## src/rtl/race_sequencer_if.sv

```systemverilog
`default_nettype none
// ============================================================================
// Module      : race_sequencer_if
// Description : Bundle of the race sequencer's player inputs and game-flow
//               outputs. The 'slave' modport is the sequencer's view and
//               the 'master' modport is the view of the logic that drives
//               the buttons and consumes the game state.
// Signals     : start_btn, pause_btn, p1_lap, p2_lap   (master -> slave)
//               state[2:0], game_tick, engine_rst,
//               countdown_val[1:0], p1_laps[2:0], p2_laps[2:0],
//               winner[1:0], race_time[15:0]        (slave -> master)
// Revision    : 1.0 - initial release
// ============================================================================
interface race_sequencer_if;
    logic        start_btn;
    logic        pause_btn;
    logic        p1_lap;
    logic        p2_lap;
    logic [2:0]  state;
    logic        game_tick;
    logic        engine_rst;
    logic [1:0]  countdown_val;
    logic [2:0]  p1_laps;
    logic [2:0]  p2_laps;
    logic [1:0]  winner;
    logic [15:0] race_time;

    modport master (
        output start_btn, pause_btn, p1_lap, p2_lap,
        input  state, game_tick, engine_rst, countdown_val,
        input  p1_laps, p2_laps, winner, race_time
    );

    modport slave (
        input  start_btn, pause_btn, p1_lap, p2_lap,
        output state, game_tick, engine_rst, countdown_val,
        output p1_laps, p2_laps, winner, race_time
    );
endinterface
`default_nettype wire

```

## src/rtl/race_sequencer.sv

```systemverilog
`default_nettype none
// ============================================================================
// Module      : race_sequencer
// Description : Game-flow controller for the two-car race. Generates the
//               free-running game tick, sequences IDLE -> CARS_RST ->
//               COUNTDOWN -> RACE -> FINISH, pulses the engine reset,
//               counts laps, times the race and declares the winner.
// Ports       : clk   - system clock
//               rst_n - asynchronous active-low reset
//               bus   - race_sequencer_if.slave (buttons in, game state out)
// Options     : RACE_PAUSE_EN - when defined, pause_btn toggles between
//               RACE and PAUSE; otherwise pause is not built and state
//               code 3 is treated as illegal.
// Revision    : 1.0 - initial release
// ============================================================================
module race_sequencer #(
    parameter int unsigned CLK_FREQ          = 100_000_000,
    parameter int unsigned TICK_HZ           = 60,
    parameter int unsigned COUNTDOWN_SEC     = 3,
    parameter int unsigned LAPS              = 3,
    parameter int unsigned FINISH_HOLD_TICKS = 180
) (
    input  wire logic         clk,
    input  wire logic         rst_n,
    race_sequencer_if.slave   bus
);

    localparam int unsigned C_TICK_LIMIT = CLK_FREQ / TICK_HZ;
    localparam int unsigned C_TICK_W     = (C_TICK_LIMIT > 1) ? $clog2(C_TICK_LIMIT) : 1;
    localparam int unsigned C_SUB_W      = (TICK_HZ > 1) ? $clog2(TICK_HZ) : 1;
    localparam int unsigned C_HOLD_W     = (FINISH_HOLD_TICKS > 1) ? $clog2(FINISH_HOLD_TICKS) : 1;

    localparam logic [C_TICK_W-1:0] C_TICK_MAX = C_TICK_W'(C_TICK_LIMIT - 1);
    localparam logic [C_SUB_W-1:0]  C_SUB_MAX  = C_SUB_W'(TICK_HZ - 1);
    localparam logic [C_HOLD_W-1:0] C_HOLD_MAX = C_HOLD_W'(FINISH_HOLD_TICKS - 1);
    localparam logic [1:0]          C_CD_LOAD  = 2'(COUNTDOWN_SEC);
    localparam logic [2:0]          C_LAPS     = 3'(LAPS);
    localparam logic [2:0]          C_LAPS_M1  = 3'(LAPS - 1);

    typedef enum logic [2:0] {
        ST_IDLE      = 3'd0,
        ST_CARS_RST  = 3'd1,
        ST_COUNTDOWN = 3'd2,
        ST_PAUSE     = 3'd3,
        ST_RACE      = 3'd4,
        ST_FINISH    = 3'd5
    } state_t;

    state_t              state_q, state_d;
    logic [C_TICK_W-1:0] tick_cnt_q, tick_cnt_d;
    logic [C_SUB_W-1:0]  sub_cnt_q, sub_cnt_d;
    logic [C_HOLD_W-1:0] hold_cnt_q, hold_cnt_d;
    logic [1:0]          countdown_q, countdown_d;
    logic [2:0]          p1_laps_q, p1_laps_d;
    logic [2:0]          p2_laps_q, p2_laps_d;
    logic [1:0]          winner_q, winner_d;
    logic [15:0]         race_time_q, race_time_d;
    logic                engine_rst_q, engine_rst_d;

    logic                start_prev_q;
    logic                p1_prev_q;
    logic                p2_prev_q;

    logic                w_tick;
    logic                w_start_edge;
    logic                w_p1_edge;
    logic                w_p2_edge;
    logic                w_pause_edge;
    logic                w_p1_hit;
    logic                w_p2_hit;
    logic                w_p1_win;
    logic                w_p2_win;

    // ------------------------------------------------------------------
    // Free-running tick divider; game_tick is a decode of the register.
    // ------------------------------------------------------------------
    assign w_tick     = (tick_cnt_q == C_TICK_MAX);
    assign tick_cnt_d = w_tick ? '0 : tick_cnt_q + 1'b1;

    // ------------------------------------------------------------------
    // Rising-edge detection. History resets to 0 so a level already high
    // at reset release is treated as a fresh press.
    // ------------------------------------------------------------------
    assign w_start_edge = bus.start_btn & ~start_prev_q;
    assign w_p1_edge    = bus.p1_lap    & ~p1_prev_q;
    assign w_p2_edge    = bus.p2_lap    & ~p2_prev_q;

`ifdef RACE_PAUSE_EN
    logic pause_prev_q;

    always_ff @(posedge clk or negedge rst_n) begin
        if (!rst_n) begin
            pause_prev_q <= 1'b0;
        end else begin
            pause_prev_q <= bus.pause_btn;
        end
    end

    assign w_pause_edge = bus.pause_btn & ~pause_prev_q;
`else
    logic w_unused_pause;
    assign w_unused_pause = bus.pause_btn;
    assign w_pause_edge   = 1'b0;
`endif

    // A lap only counts while below the target; the edge that reaches
    // the target is the winning one.
    assign w_p1_hit = w_p1_edge && (p1_laps_q < C_LAPS);
    assign w_p2_hit = w_p2_edge && (p2_laps_q < C_LAPS);
    assign w_p1_win = w_p1_hit && (p1_laps_q == C_LAPS_M1);
    assign w_p2_win = w_p2_hit && (p2_laps_q == C_LAPS_M1);

    // ------------------------------------------------------------------
    // Next-state and datapath logic
    // ------------------------------------------------------------------
    always_comb begin
        state_d     = state_q;
        sub_cnt_d   = sub_cnt_q;
        hold_cnt_d  = hold_cnt_q;
        countdown_d = countdown_q;
        p1_laps_d   = p1_laps_q;
        p2_laps_d   = p2_laps_q;
        winner_d    = winner_q;
        race_time_d = race_time_q;

        case (state_q)
            ST_IDLE: begin
                if (w_start_edge) begin
                    state_d = ST_CARS_RST;
                end
            end

            ST_CARS_RST: begin
                p1_laps_d   = '0;
                p2_laps_d   = '0;
                winner_d    = '0;
                race_time_d = '0;
                countdown_d = C_CD_LOAD;
                sub_cnt_d   = '0;
                state_d     = ST_COUNTDOWN;
            end

            ST_COUNTDOWN: begin
                if (w_tick) begin
                    if (sub_cnt_q == C_SUB_MAX) begin
                        sub_cnt_d   = '0;
                        countdown_d = countdown_q - 2'd1;
                        // Leaving the last second lands exactly on 0.
                        if (countdown_q == 2'd1) begin
                            state_d = ST_RACE;
                        end
                    end else begin
                        sub_cnt_d = sub_cnt_q + 1'b1;
                    end
                end
            end

            ST_RACE: begin
                if (w_tick && (race_time_q != 16'hFFFF)) begin
                    race_time_d = race_time_q + 16'd1;
                end
                if (w_p1_hit) begin
                    p1_laps_d = p1_laps_q + 3'd1;
                end
                if (w_p2_hit) begin
                    p2_laps_d = p2_laps_q + 3'd1;
                end
                // winner encoding {P2,P1} gives 1, 2, or 3 for a tie.
                if (w_p1_win || w_p2_win) begin
                    winner_d   = {w_p2_win, w_p1_win};
                    hold_cnt_d = '0;
                    state_d    = ST_FINISH;
                end else if (w_pause_edge) begin
                    state_d = ST_PAUSE;
                end
            end

`ifdef RACE_PAUSE_EN
            ST_PAUSE: begin
                if (w_pause_edge) begin
                    state_d = ST_RACE;
                end
            end
`endif

            ST_FINISH: begin
                if (w_start_edge) begin
                    state_d = ST_CARS_RST;
                end else if (w_tick) begin
                    if (hold_cnt_q == C_HOLD_MAX) begin
                        state_d = ST_IDLE;
                    end else begin
                        hold_cnt_d = hold_cnt_q + 1'b1;
                    end
                end
            end

            default: begin
                state_d = ST_IDLE;
            end
        endcase

        // Registered alongside the state so it is high exactly while
        // the state reads CARS_RST.
        engine_rst_d = (state_d == ST_CARS_RST);
    end

    // ------------------------------------------------------------------
    // State registers
    // ------------------------------------------------------------------
    always_ff @(posedge clk or negedge rst_n) begin
        if (!rst_n) begin
            state_q      <= ST_IDLE;
            tick_cnt_q   <= '0;
            sub_cnt_q    <= '0;
            hold_cnt_q   <= '0;
            countdown_q  <= '0;
            p1_laps_q    <= '0;
            p2_laps_q    <= '0;
            winner_q     <= '0;
            race_time_q  <= '0;
            engine_rst_q <= 1'b0;
            start_prev_q <= 1'b0;
            p1_prev_q    <= 1'b0;
            p2_prev_q    <= 1'b0;
        end else begin
            state_q      <= state_d;
            tick_cnt_q   <= tick_cnt_d;
            sub_cnt_q    <= sub_cnt_d;
            hold_cnt_q   <= hold_cnt_d;
            countdown_q  <= countdown_d;
            p1_laps_q    <= p1_laps_d;
            p2_laps_q    <= p2_laps_d;
            winner_q     <= winner_d;
            race_time_q  <= race_time_d;
            engine_rst_q <= engine_rst_d;
            start_prev_q <= bus.start_btn;
            p1_prev_q    <= bus.p1_lap;
            p2_prev_q    <= bus.p2_lap;
        end
    end

    assign bus.state         = state_q;
    assign bus.game_tick     = w_tick;
    assign bus.engine_rst    = engine_rst_q;
    assign bus.countdown_val = countdown_q;
    assign bus.p1_laps       = p1_laps_q;
    assign bus.p2_laps       = p2_laps_q;
    assign bus.winner        = winner_q;
    assign bus.race_time     = race_time_q;

endmodule
`default_nettype wire
```

## src/flat_wrapper.sv

```systemverilog
// flat-port wrapper written by rule: the top's interface ports become plain ports
module race_sequencer_flat 
#(
    parameter int unsigned CLK_FREQ          = 100_000_000,
    parameter int unsigned TICK_HZ           = 60,
    parameter int unsigned COUNTDOWN_SEC     = 3,
    parameter int unsigned LAPS              = 3,
    parameter int unsigned FINISH_HOLD_TICKS = 180
)
  (clk, rst_n, bus_start_btn, bus_pause_btn, bus_p1_lap, bus_p2_lap, bus_state, bus_game_tick, bus_engine_rst, bus_countdown_val, bus_p1_laps, bus_p2_laps, bus_winner, bus_race_time);
  race_sequencer_if bus_i ();
  input  wire logic clk;
  input  wire logic rst_n;
  input wire logic [$bits(bus_i.start_btn)-1:0] bus_start_btn;
  input wire logic [$bits(bus_i.pause_btn)-1:0] bus_pause_btn;
  input wire logic [$bits(bus_i.p1_lap)-1:0] bus_p1_lap;
  input wire logic [$bits(bus_i.p2_lap)-1:0] bus_p2_lap;
  output wire logic [$bits(bus_i.state)-1:0] bus_state;
  output wire logic [$bits(bus_i.game_tick)-1:0] bus_game_tick;
  output wire logic [$bits(bus_i.engine_rst)-1:0] bus_engine_rst;
  output wire logic [$bits(bus_i.countdown_val)-1:0] bus_countdown_val;
  output wire logic [$bits(bus_i.p1_laps)-1:0] bus_p1_laps;
  output wire logic [$bits(bus_i.p2_laps)-1:0] bus_p2_laps;
  output wire logic [$bits(bus_i.winner)-1:0] bus_winner;
  output wire logic [$bits(bus_i.race_time)-1:0] bus_race_time;
  assign bus_i.start_btn = bus_start_btn;
  assign bus_i.pause_btn = bus_pause_btn;
  assign bus_i.p1_lap = bus_p1_lap;
  assign bus_i.p2_lap = bus_p2_lap;
  assign bus_state = bus_i.state;
  assign bus_game_tick = bus_i.game_tick;
  assign bus_engine_rst = bus_i.engine_rst;
  assign bus_countdown_val = bus_i.countdown_val;
  assign bus_p1_laps = bus_i.p1_laps;
  assign bus_p2_laps = bus_i.p2_laps;
  assign bus_winner = bus_i.winner;
  assign bus_race_time = bus_i.race_time;
  race_sequencer #(.CLK_FREQ(CLK_FREQ), .TICK_HZ(TICK_HZ), .COUNTDOWN_SEC(COUNTDOWN_SEC), .LAPS(LAPS), .FINISH_HOLD_TICKS(FINISH_HOLD_TICKS)) u_core (.clk(clk), .rst_n(rst_n), .bus(bus_i));
endmodule
```

## config.mk

```make
export PLATFORM = sky130hd
export DESIGN_NAME = race_sequencer_flat
export DESIGN_NICKNAME = d
export VERILOG_FILES = /design/src/rtl/race_sequencer_if.sv /design/src/rtl/race_sequencer.sv /design/src/flat_wrapper.sv
export SDC_FILE = /design/constraint.sdc
export NUM_CORES = 1
export LEC_CHECK = 0
export CORE_ASPECT_RATIO = 1.25
export CORE_MARGIN = 2
export CORE_UTILIZATION = 50
export CTS_BUF_LIST = sky130_fd_sc_hd__clkbuf_4 sky130_fd_sc_hd__clkbuf_8
export CTS_CLUSTER_SIZE = 28
export DETAILED_ROUTE_END_ITERATION = 6
export PLACE_DENSITY = 0.73
export SLEW_MARGIN = 20
export SYNTH_ARGS = -nofsm -noshare
export SYNTH_HDL_FRONTEND = slang
export SYNTH_SLANG_ARGS = --single-unit
export TNS_END_PERCENT = 5
```

## constraint.sdc

```tcl
create_clock -name clk -period 3.1 [get_ports clk]
set_input_delay 0.31 -clock clk [delete_from_list [all_inputs] [get_ports clk]]
set_output_delay 0.31 -clock clk [all_outputs]
set_load 0.01 [all_outputs]
```

==> results of run 1 <==
layout by cell type (no fill, tap or decap), types with 5 or more instances in the layout:
cell / count
o211ai_1: 5
nand2b_1: 13
o21ai_0: 12
nand4_1: 15
nand3_1: 29
o31ai_1: 14
or4_1: 13
nor3_1: 7
dfrtp_1: 68
ha_1: 10
inv_1: 16
nand2_1: 29
xor2_1: 8
nor2b_1: 9
and3_1: 6
nor2_1: 28
mux2i_1: 8
clkdlybuf4s50_1: 34
clkbuf_8: 11
xnor2_1: 8
a21oi_1: 16
buf_4: 10
cells by family (layout without fill, tap and decap cells):
logic type                 after synthesis  count (layout)  synth area share (%)
AOI/OAI and AO/OA                       75              75                 14.05
xor gates and xnor gates                16              16                 3.801
adders and majority gates               10              10                 3.393
buffers and inverters                   28              79                 3.054
DFF                                     68              68                 46.15
muxes                                    9               9                 2.477
and+or+nand+nor                        174             174                 27.08
registers in the layout (all words and copies together), names as in the netlist:
signal / count
u_core.tick_cnt_q: 21
u_core.bus.race_time: 16
u_core.hold_cnt_q: 8
u_core.sub_cnt_q: 6
u_core.bus.p1_laps: 3
u_core.bus.p2_laps: 3
u_core.bus.state: 3
u_core.bus.countdown_val: 2
u_core.bus.winner: 2
u_core.bus.engine_rst: 1
u_core.p1_prev_q: 1
u_core.p2_prev_q: 1
u_core.start_prev_q: 1
cell type report:
type,instances,area share [%]
clock inverter,4,2.143
tap,92,2.594
multi-input combinational,284,42.20
timing repair buffer,46,9.698
sequential,68,38.34
clock buffer,12,3.580
inverter,17,1.438
critical path, stage by stage (launching register included):
cell and delay [ns]:
dfrtp_1 0.41, inv_1 0.08, ha_1 0.19, nand4bb_4 0.13, nor4_4 0.40, nand2_1 0.15, clkinv_1 0.11, clkdlybuf4s50_1 0.54
through the flow:
stage / util (%) / power (uW) / hold WS [ns] / instance area (um2)
after floorplan: - / 1374 / 0.01441 / 3687
after global placement: 57.42 / 1618 / 0.2419 / 4174
after detailed placement: 57.42 / 1636 / 0.2423 / 4174
after CTS: 61.05 / 2567 / 0.4062 / 4438
after global routing: 61.05 / 2677 / 0.4263 / 4438
final: 61.05 / 2551 / 0.3972 / 4438
layer usage:
layer	routed length, um	track usage [%]
met2	4417	37.89
met3	267	4.946
met5	0	0
met1	3720	28.63
met4	111	7.692
power groups by stage:
stage	registers [uW]	clock network, uW	logic [uW]
2_1_floorplan	1060	0	318
3_3_place_gp	1070	0	544
3_5_place_dp	1080	0	558
4_1_cts	1060	942	564
5_1_grt	1080	977	620
6_report	1060	932	559
repair_timing:
| action | 4_1_cts | 5_1_grt |
|---|---|---|
| hold endpoints to repair | 13 | 0 |
| hold buffers | 1 | 0 |
| buffers inserted | 0 | 0 |
| endpoints found under the setup margin | 0 | 0 |
final timing paths:
| check | start | endpoint | slack (ns) | cells past startpoint |
|---|---|---|---|---|
| worst max-delay path | u_core.tick_cnt_q[1] | bus_game_tick | 0.45 | 7 |
| worst min-delay path | rst_n | u_core.bus.race_time[6] | 0.40 | 2 |
| worst max register to register | u_core.tick_cnt_q[1] | u_core.bus.race_time[11] | 0.64 | 8 |
| worst min register to register | u_core.tick_cnt_q[8] | u_core.tick_cnt_q[8] | 0.49 | 1 |
| max in group asynchronous | rst_n | u_core.bus.countdown_val[0] | 1.96 | 3 |
| min in group clk | bus_p2_lap | u_core.p2_prev_q | 0.43 | 1 |
==> impl_results.md, run 1 <==
- Bufs on Longest Clock Path: 2
- DRT Pass-1 Iters: 4
- Clock-pin slew on the worst setup and hold paths: 0.07 ns
- GRT Overall Usage: roughly 23%
- Vias: 3151
- Synth Register Bits: between 60 and 70
- P_sw: 762.3 uW
- # diodes: 0
- Nets: 442
- Clock period minus worst slack: roughly 2.7 ns
- Peak supply drop: approximately 0.28 mV
- Max_slew headroom: 53.99%
- CP Launch Type: register
- Synth Flop Type: dfrtp_1
- Sw frac: 29.88%
- WL final: 8.516 mm
- Post-synth ARST share: 100.0%
- Power density over the cells: 574.9 nW/um2
- Sequential element share of the synthesized area: between 40 and 50%
- Warnings, synthesis: 0
- DRC: 0
- Global-route wire length before repair: between 10 and 15 mm
- Core Area: 7269 um2
- GP Congestion: about 0.8
- Clk_skew: 0.005349 ns
- Hold Vio Cnt, Final: 0
- Area of the multi-input gates: 1873 um2
- WL per Instance: 16.28 um
- Io pins: 37
- H-tree depth: 3
- Period utilization: 85.64%
- CTS buffer count: 9
- Dpl ws: 0.6821 ns
- Critical Path End Type: primary output
- Most frequent cell after synthesis: dfrtp_1
- Share of cells above drive strength 1: 8.585%
- Root Buffer: clkbuf_8
- Pins Over Slew Limit: 0
- Vias in the first global route: 3056
- Area of the mapped netlist: 3687 um2
- GR Overflow Total: 0
- Hold Path Class: in2async
- Post-synth EDFFs: 0
- Max Fclk: 376.7 MHz
- Critical-path maximum fanout: 4
- Flop pwr share: 41.6%
- Ranking of synthesized cells by area: dfrtp_1, nand3_1, ha_1
- Register area: 1702 um2
- Internal power: 1789 uW
- Most common library cells after synthesis: dfrtp_1, nand2_1, nand3_1
- Vias/cell: approximately 6.0
- Cell taking the most area after synthesis: dfrtp_1
- Post-route ant nets: 0
- Synth-to-layout area growth: 20.36%
- Worst-Skew Late Latency: 0.35 ns
- Combinational Power Share: 21.9%
- Final setup violation count: 0
- HPWL Detailed: 5.783 mm
- DR iter-0 viols: 187
- Input/output buffers: 35
- Cell variety after synth: 56
- Starting density of the core: approximately half
- Antenna violations before repair: 0
- Non-filler cells, final: 523
- CTS sink cnt: 68
- Syn avg cell area: 9.703 um2
- Filler cell count: 651
- CTS tree: done
- DP Cell Count: 506
- Die width: 80.81 um
- Clock power frac: between 30% and 40%
- Arrival time of the worst setup path: around 2.3 ns
- Die height: 100.0 um
- Fin Setup TNS: 0 ns
- Final worst slack: between 0.4 and 0.5 ns
- Post-CTS Resized: 0
- # rows: 35
- RSZ-0062 raised after global routing: false
- Die ar.: 8082 um2
- Status: completed
- Cells after Synth: 380
- Synthesized Nets: 396
- Largest net degree at the start of global routing: 33
- Worst setup path class: reg2out
- Leakage: 0.001789 uW
- Max Cap Viol: 0
- Worst Tran Pin Value: 0.6901 ns
- Top-area cell type share of the netlist area: a little under half
- Req. time, crit path: between 2 and 3 ns
(Power assumes the default switching activity.)
==> run 2: changes to the inputs <==
--- a/config.mk
+++ b/config.mk
@@ -5,7 +5,8 @@
 export SDC_FILE = /design/constraint.sdc
 export NUM_CORES = 1
 export LEC_CHECK = 0
-export CORE_ASPECT_RATIO = 1.25
+export CAP_MARGIN = 15
+export CORE_ASPECT_RATIO = 0.9
 export CORE_MARGIN = 2
 export CORE_UTILIZATION = 50
 export CTS_BUF_LIST = sky130_fd_sc_hd__clkbuf_4 sky130_fd_sc_hd__clkbuf_8
==> run 2 against run 1 <==
Against the previous run:
- non-clock buffer count shrank 2
- routed wire length shrank 7.4%
- worst setup slack lost 0.077 ns
- first-iteration DRC count shrank 18%
- clock-buffer cell count grew 1
- largest power group unchanged
- highest routed layer unchanged
==> impl_results.md, run 2 (synthesis results as in run 1) <==
- # diodes: 0 (unchanged)
- Critical-path maximum fanout: 9 (was 4)
- Period utilization: 88.13% (was 85.64%)
- Max reg flops: 21 (unchanged)
- Hold Vio Cnt, Final: 0 (unchanged)
- Leakage: 0.001745 uW (was 0.001789 uW)
- Clock-pin slew on the worst setup and hold paths: 0.07 ns (about the same)
- Synth-to-layout area growth: 17.88% (was 20.36%)
- Core Area: 7112 um2 (was 7269 um2)
- GR Overflow Total: 0 (unchanged)
- Clock power frac: 28.8% (was 36.5%)
- Combinational Power Share: 24.6% (was 21.9%)
- Max_slew headroom: 52.19% (was 53.99%)
- Bufs on Longest Clock Path: 2 (unchanged)
- RSZ-0062 raised after global routing: false (unchanged)
- P_sw: 720.1 uW (was 762.3 uW)
- Global-route wire length before repair: 13.41 mm (was 14.33 mm)
- WL final: 7.888 mm (was 8.516 mm)
- Final setup violation count: 0 (unchanged)
- Largest net degree at the start of global routing: 28 (was 33)
- Hold Path Class: in2async (unchanged)
- Power density over the cells: 522.0 nW/um2 (was 574.9 nW/um2)
- Flop pwr share: 46.6% (was 41.6%)
- DRC: 0 (unchanged)
- Area of the multi-input gates: 1873 um2 (unchanged)
- Register area: 1702 um2 (unchanged)
- GP Congestion: 0.8570 (was 0.7918)
- Fin Setup TNS: 0 ns (unchanged)
- Max Fclk: 366.0 MHz (was 376.7 MHz)
- GRT Overall Usage: 21.06% (was 22.56%)
- # rows: 29 (was 35)
- Starting density of the core: 51.85% (was 50.72%)
- DRT Pass-1 Iters: 4 (unchanged)
- WL per Instance: 15.14 um (was 16.28 um)
- CTS sink cnt: 68 (unchanged)
- CTS tree: done (unchanged)
- Filler cell count: 637 (was 651)
- Vias in the first global route: 2895 (was 3056)
- Critical Path End Type: primary output (unchanged)
- Post-route ant nets: 0 (unchanged)
- Sw frac: 31.74% (was 29.88%)
- CP Launch Type: register (unchanged)
- DP Cell Count: 505 (was 506)
- Vias: 3088 (was 3151)
- Pins Over Slew Limit: 0 (unchanged)
- Commonest non-fill, non-tap cells in the layout: dfrtp_1, clkdlybuf4s50_1, nand2_1, nand3_1, nor2_1 (unchanged)
- Most common cell after layout, fill and taps aside: dfrtp_1 (unchanged)
- HPWL Detailed: 5.531 mm (was 5.783 mm)
- H-tree depth: 3 (unchanged)
- DR iter-0 viols: 153 (was 187)
- Root Buffer: clkbuf_8 (unchanged)
- Io pins: 37 (unchanged)
- Power, Total: 2269 uW (was 2551 uW)
- Vias/cell: 5.927 (was 6.025)
- Req. time, crit path: 2.79 ns (about the same)
- Non-filler cells, final: 521 (was 523)
- Nets: 440 (was 442)
- Die width: 94.52 um (was 80.81 um)
- Clock period minus worst slack: 2.732 ns (was 2.655 ns)
- Clk_skew: 0.01331 ns (was 0.005349 ns)
- Share of cells above drive strength 1: 7.944% (was 8.585%)
- Antenna violations before repair: 0 (unchanged)
- CTS buffer count: 9 (unchanged)
- Die height: 85.47 um (was 100.0 um)
- Input/output buffers: 35 (unchanged)
- Max Cap Viol: 0 (unchanged)
- Die ar.: 8079 um2 (was 8082 um2)
- Post-CTS setup buffers: 0 (unchanged)
- Status: completed (unchanged)
- Internal power: 1549 uW (was 1789 uW)
- Arrival time of the worst setup path: 2.42 ns (was 2.34 ns)
- Worst Tran Pin Value: 0.7171 ns (was 0.6901 ns)
- Peak supply drop: 0.3493 mV (was 0.2774 mV)
- Worst-Skew Late Latency: 0.33 ns (was 0.35 ns)
- Worst setup path class: reg2out (unchanged)
- Most flop-heavy register: u_core.tick_cnt_q (unchanged)
-- run 2: changes by cell type in the layout (fill, tap and decap cells not counted) --
cell,before,now
clkinv_2,1,2
clkbuf_4,1,2
buf_4,10,8
bufinv_16,3,0
-- run 2: routing by layer --
metal / global-route usage (%) / vias up / part of all wire [%]
met4: 6.192 / 0 / 0.72
met3: 5.950 / 4 / 4.8
met5: 0 / - / 0
li1: - / 1506 / -
met2: 32.66 / 73 / 46
met1: 28.98 / 1505 / 49
-- run 2: repair_timing --
item / in CTS / in global routing
resized for setup: 0 / 0
hold buffers: 1 / 0
endpoints found under the hold margin: 20 / 0
endpoints found under the setup margin: 0 / 0
-- run 2: final timing paths --
kind,depth (start not counted),endpoint,startpoint,slack (ns)
max reg2reg,8,u_core.bus.race_time[11],u_core.tick_cnt_q[1],0.83
min,2,u_core.bus.race_time[4],rst_n,0.48
max in group asynchronous,3,u_core.tick_cnt_q[0],rst_n,1.88
min reg2reg,1,u_core.tick_cnt_q[8],u_core.tick_cnt_q[8],0.49
min in group clk,1,u_core.p1_prev_q,bus_p1_lap,0.48
max,8,bus_game_tick,u_core.tick_cnt_q[1],0.37
-- run 2: critical path, stage by stage, from the launching register on --
cell and delay [ns]:
dfrtp_1 0.39, inv_1 0.06, ha_1 0.18, nand4bb_4 0.13, nor4_4 0.26, buf_4 0.22
nand2_1 0.19, clkinv_1 0.12, clkdlybuf4s50_1 0.54
-- run 2: area by class of cell --
type | instances | area share (%)
multi-input cells | 284 | 43.09
flip-flops and latches | 68 | 39.15
repair buffers | 44 | 9.557
clock buffers | 13 | 3.828
well taps | 93 | 2.677
inverters | 17 | 1.468
clock inverters | 2 | 0.2303
-- run 2: power groups by stage --
stage                     Sequential [uW]  Clock, uW  Combinational [uW]
after floorplan                      1060          0                 318
after global placement               1070          0                 547
after detailed placement             1070          0                 556
after CTS                            1060        677                 561
after global routing                 1070        711                 624
final                                1060        653                 558
-- run 2: metrics by stage --
stage	setup WS (ns)	hold slack (ns)	util (%)	cell area, um2
6_report	0.3679	0.4756	61.12	4347
5_1_grt	0.2331	0.4589	61.12	4347
4_1_cts	0.3353	0.4518	61.12	4347
3_5_place_dp	0.7136	0.3181	58.50	4160
3_3_place_gp	0.7244	0.3102	58.50	4160
2_1_floorplan	0.8673	0.01441	-	3687
==> run 3: changes to the inputs <==
--- a/config.mk
+++ b/config.mk
@@ -7,7 +7,7 @@
 export LEC_CHECK = 0
 export CAP_MARGIN = 15
 export CORE_ASPECT_RATIO = 0.9
-export CORE_MARGIN = 2
+export CORE_MARGIN = 4
 export CORE_UTILIZATION = 50
 export CTS_BUF_LIST = sky130_fd_sc_hd__clkbuf_4 sky130_fd_sc_hd__clkbuf_8
 export CTS_CLUSTER_SIZE = 28
==> run 3 against run 2 <==
Against the previous run:
- critical path depth stayed put
- clock-buffer cell count shrank 1
- flip-flop and latch count stayed put
- via count is 0.78% higher
- non-clock buffer count up 1
- clock skew down 0.0017 ns
- power rose by 3.2%
- register-to-register slack about the same
- clock power rose by 11%
- worst setup slack got worse by 0.015 ns
- sequential power hardly changed
- routed wire length about the same
- critical path type unchanged
- largest power group unchanged
==> impl_results.md, run 3 (synthesis results as in run 1) <==
- GP Congestion: 0.9157 (was 0.8570)
- Vias/cell: 5.973 (was 5.927)
- Most flop-heavy register: u_core.tick_cnt_q (unchanged)
- Worst-path cell chain: inv_1 -> ha_1 -> nand4bb_4 -> nor4_4 -> buf_4 -> nand2_1 -> clkinv_1 -> clkdlybuf4s50_1 (unchanged)
- Sw frac: 30.90% (was 31.74%)
- Post-route ant nets: 0 (unchanged)
- Status: completed (unchanged)
- Vias: 3112 (was 3088)
- Internal power: 1618 uW (was 1549 uW)
- Non-filler cells, final: 521 (unchanged)
- Nets: 441 (was 440)
- GRT Overall Usage: 19.58% (was 21.06%)
- Antenna violations before repair: 0 (unchanged)
- Top delay family on crit path: buffers and inverters (unchanged)
- Root Buffer: clkbuf_8 (unchanged)
- Fin Setup TNS: 0 ns (unchanged)
- Critical Path End Type: primary output (unchanged)
- P_sw: 723.3 uW (was 720.1 uW)
- Req. time, crit path: 2.79 ns (about the same)
- Synth-to-layout area growth: 18.56% (was 17.88%)
- Post-CTS setup buffers: 0 (unchanged)
- CP Launch Type: register (unchanged)
- DP Cell Count: 506 (was 505)
- WL per Instance: 15.15 um (was 15.14 um)
- Critical-path maximum fanout: 9 (unchanged)
- Register area: 1702 um2 (unchanged)
- Clock power frac: 31.0% (was 28.8%)
- Die height: 89.47 um (was 85.47 um)
- Combinational Power Share: 23.9% (was 24.6%)
- H-tree depth: 3 (unchanged)
- Share of cells above drive strength 1: 7.944% (unchanged)
- # rows: 29 (unchanged)
- GR Overflow Total: 0 (unchanged)
- Bufs on Longest Clock Path: 2 (unchanged)
- DRC: 0 (unchanged)
- Most common cell after layout, fill and taps aside: dfrtp_1 (unchanged)
- Clock-pin slew on the worst setup and hold paths: 0.07 ns (about the same)
- Vias in the first global route: 2937 (was 2895)
- Global-route wire length before repair: 13.85 mm (was 13.41 mm)
- Max Fclk: 364.0 MHz (was 366.0 MHz)
- Leakage: 0.001756 uW (was 0.001745 uW)
- CP bufs+invs: 4 (unchanged)
- DRT Pass-1 Iters: 5 (was 4)
- CTS tree: done (unchanged)
- Area of the multi-input gates: 1873 um2 (unchanged)
- CP max stage delay: 0.53 ns (was 0.54 ns)
- Clk_skew: 0.01160 ns (was 0.01331 ns)
- Arrival time of the worst setup path: 2.44 ns (was 2.42 ns)
- Worst setup path class: reg2out (unchanged)
- RSZ-0062 raised after global routing: false (unchanged)
- Input/output buffers: 35 (unchanged)
- HPWL Detailed: 5.528 mm (was 5.531 mm)
- Pins Over Slew Limit: 0 (unchanged)
- Largest net degree at the start of global routing: 33 (was 28)
- Max Cap Viol: 0 (unchanged)
- Clock period minus worst slack: 2.747 ns (was 2.732 ns)
- CTS sink cnt: 68 (unchanged)
- Hold Vio Cnt, Final: 0 (unchanged)
- Peak supply drop: 0.4974 mV (was 0.3493 mV)
- Flop pwr share: 45.2% (was 46.6%)
- Worst-Skew Late Latency: 0.34 ns (was 0.33 ns)
- Filler cell count: 620 (was 637)
- Worst Tran Pin Value: 0.6968 ns (was 0.7171 ns)
- Power density over the cells: 535.5 nW/um2 (was 522.0 nW/um2)
- Critical-path top delay cell: clkdlybuf4s50_1 (unchanged)
- CTS buffer count: 9 (unchanged)
- DR iter-0 viols: 194 (was 153)
- Max reg flops: 21 (unchanged)
- Post-CTS Resized: 0 (unchanged)
- Commonest non-fill, non-tap cells in the layout: dfrtp_1, clkdlybuf4s50_1, nand2_1, nand3_1, nor2_1 (unchanged)
- Core Area: 7112 um2 (unchanged)
- Max_slew headroom: 53.55% (was 52.19%)
- Die width: 98.52 um (was 94.52 um)
- # diodes: 0 (unchanged)
- WL final: 7.895 mm (was 7.888 mm)
- Die ar.: 8815 um2 (was 8079 um2)
- Final setup violation count: 0 (unchanged)
- Starting density of the core: 51.85% (unchanged)
- Io pins: 37 (unchanged)
- Period utilization: 88.62% (was 88.13%)
- Hold Path Class: in2async (unchanged)
run 3: changes by cell type in the layout (fill, tap and decap cells not counted), sizes merged:
cell,change
clkbuf,-1
buf,+1
bufinv,+1
clkinv,-1
run 3: path summary, 6_finish.rpt:
path	from	end	depth (start not counted)	slack, ns
hold / removal	rst_n	u_core.bus.race_time[6]	2	0.40
min in group clk	bus_p1_lap	u_core.p1_prev_q	1	0.47
max in group asynchronous	rst_n	u_core.bus.state[2]	3	1.97
hold reg to reg	u_core.tick_cnt_q[8]	u_core.tick_cnt_q[8]	1	0.50
setup / recovery	u_core.tick_cnt_q[1]	bus_game_tick	8	0.35
setup reg to reg	u_core.tick_cnt_q[1]	u_core.bus.countdown_val[1]	10	0.83
run 3: power by group through the flow:
| stage | logic, uW | clock network, uW | registers (uW) |
|---|---|---|---|
| 2_1_floorplan | 318 | 0 | 1060 |
| 3_3_place_gp | 546 | 0 | 1070 |
| 3_5_place_dp | 557 | 0 | 1070 |
| 4_1_cts | 565 | 742 | 1060 |
| 5_1_grt | 628 | 784 | 1070 |
| 6_report | 559 | 725 | 1060 |
run 3: timing repair:
item                                   in CTS  in global routing
setup endpoints to repair                   0                  0
hold buffers                                1                  0
endpoints found under the hold margin      14                  0
run 3: final cells by class:
class                           count  area share, %
Multi-Input combinational cell    284          42.84
Clock inverter                      2         0.8014
Tap cell                           93          2.662
Clock buffer                       12          3.635
Inverter                           17          1.460
Timing Repair Buffer               45          9.674
Sequential cell                    68          38.92
run 3: through the flow:
stage / hold slack, ns / util [%] / area, um2 / setup slack, ns / total power (uW)
floorplan: 0.01441 / - / 3687 / 0.8673 / 1374
CTS: 0.4047 / 61.47 / 4372 / 0.3196 / 2365
detailed placement: 0.2407 / 58.60 / 4168 / 0.6945 / 1629
global placement: 0.2419 / 58.60 / 4168 / 0.7287 / 1617
global route: 0.4196 / 61.47 / 4372 / 0.1734 / 2486
finish: 0.3985 / 61.47 / 4372 / 0.3527 / 2341
run 3: metal layers:
| layer | GRT usage (%) | up-vias | share of wire (%) |
|---|---|---|---|
| met5 | 0 | - | 0 |
| met1 | 27.15 | 1508 | 48 |
| met4 | 6.079 | 0 | 1.1 |
| met3 | 5.850 | 9 | 5.6 |
| li1 | - | 1498 | - |
| met2 | 29.90 | 97 | 45 |
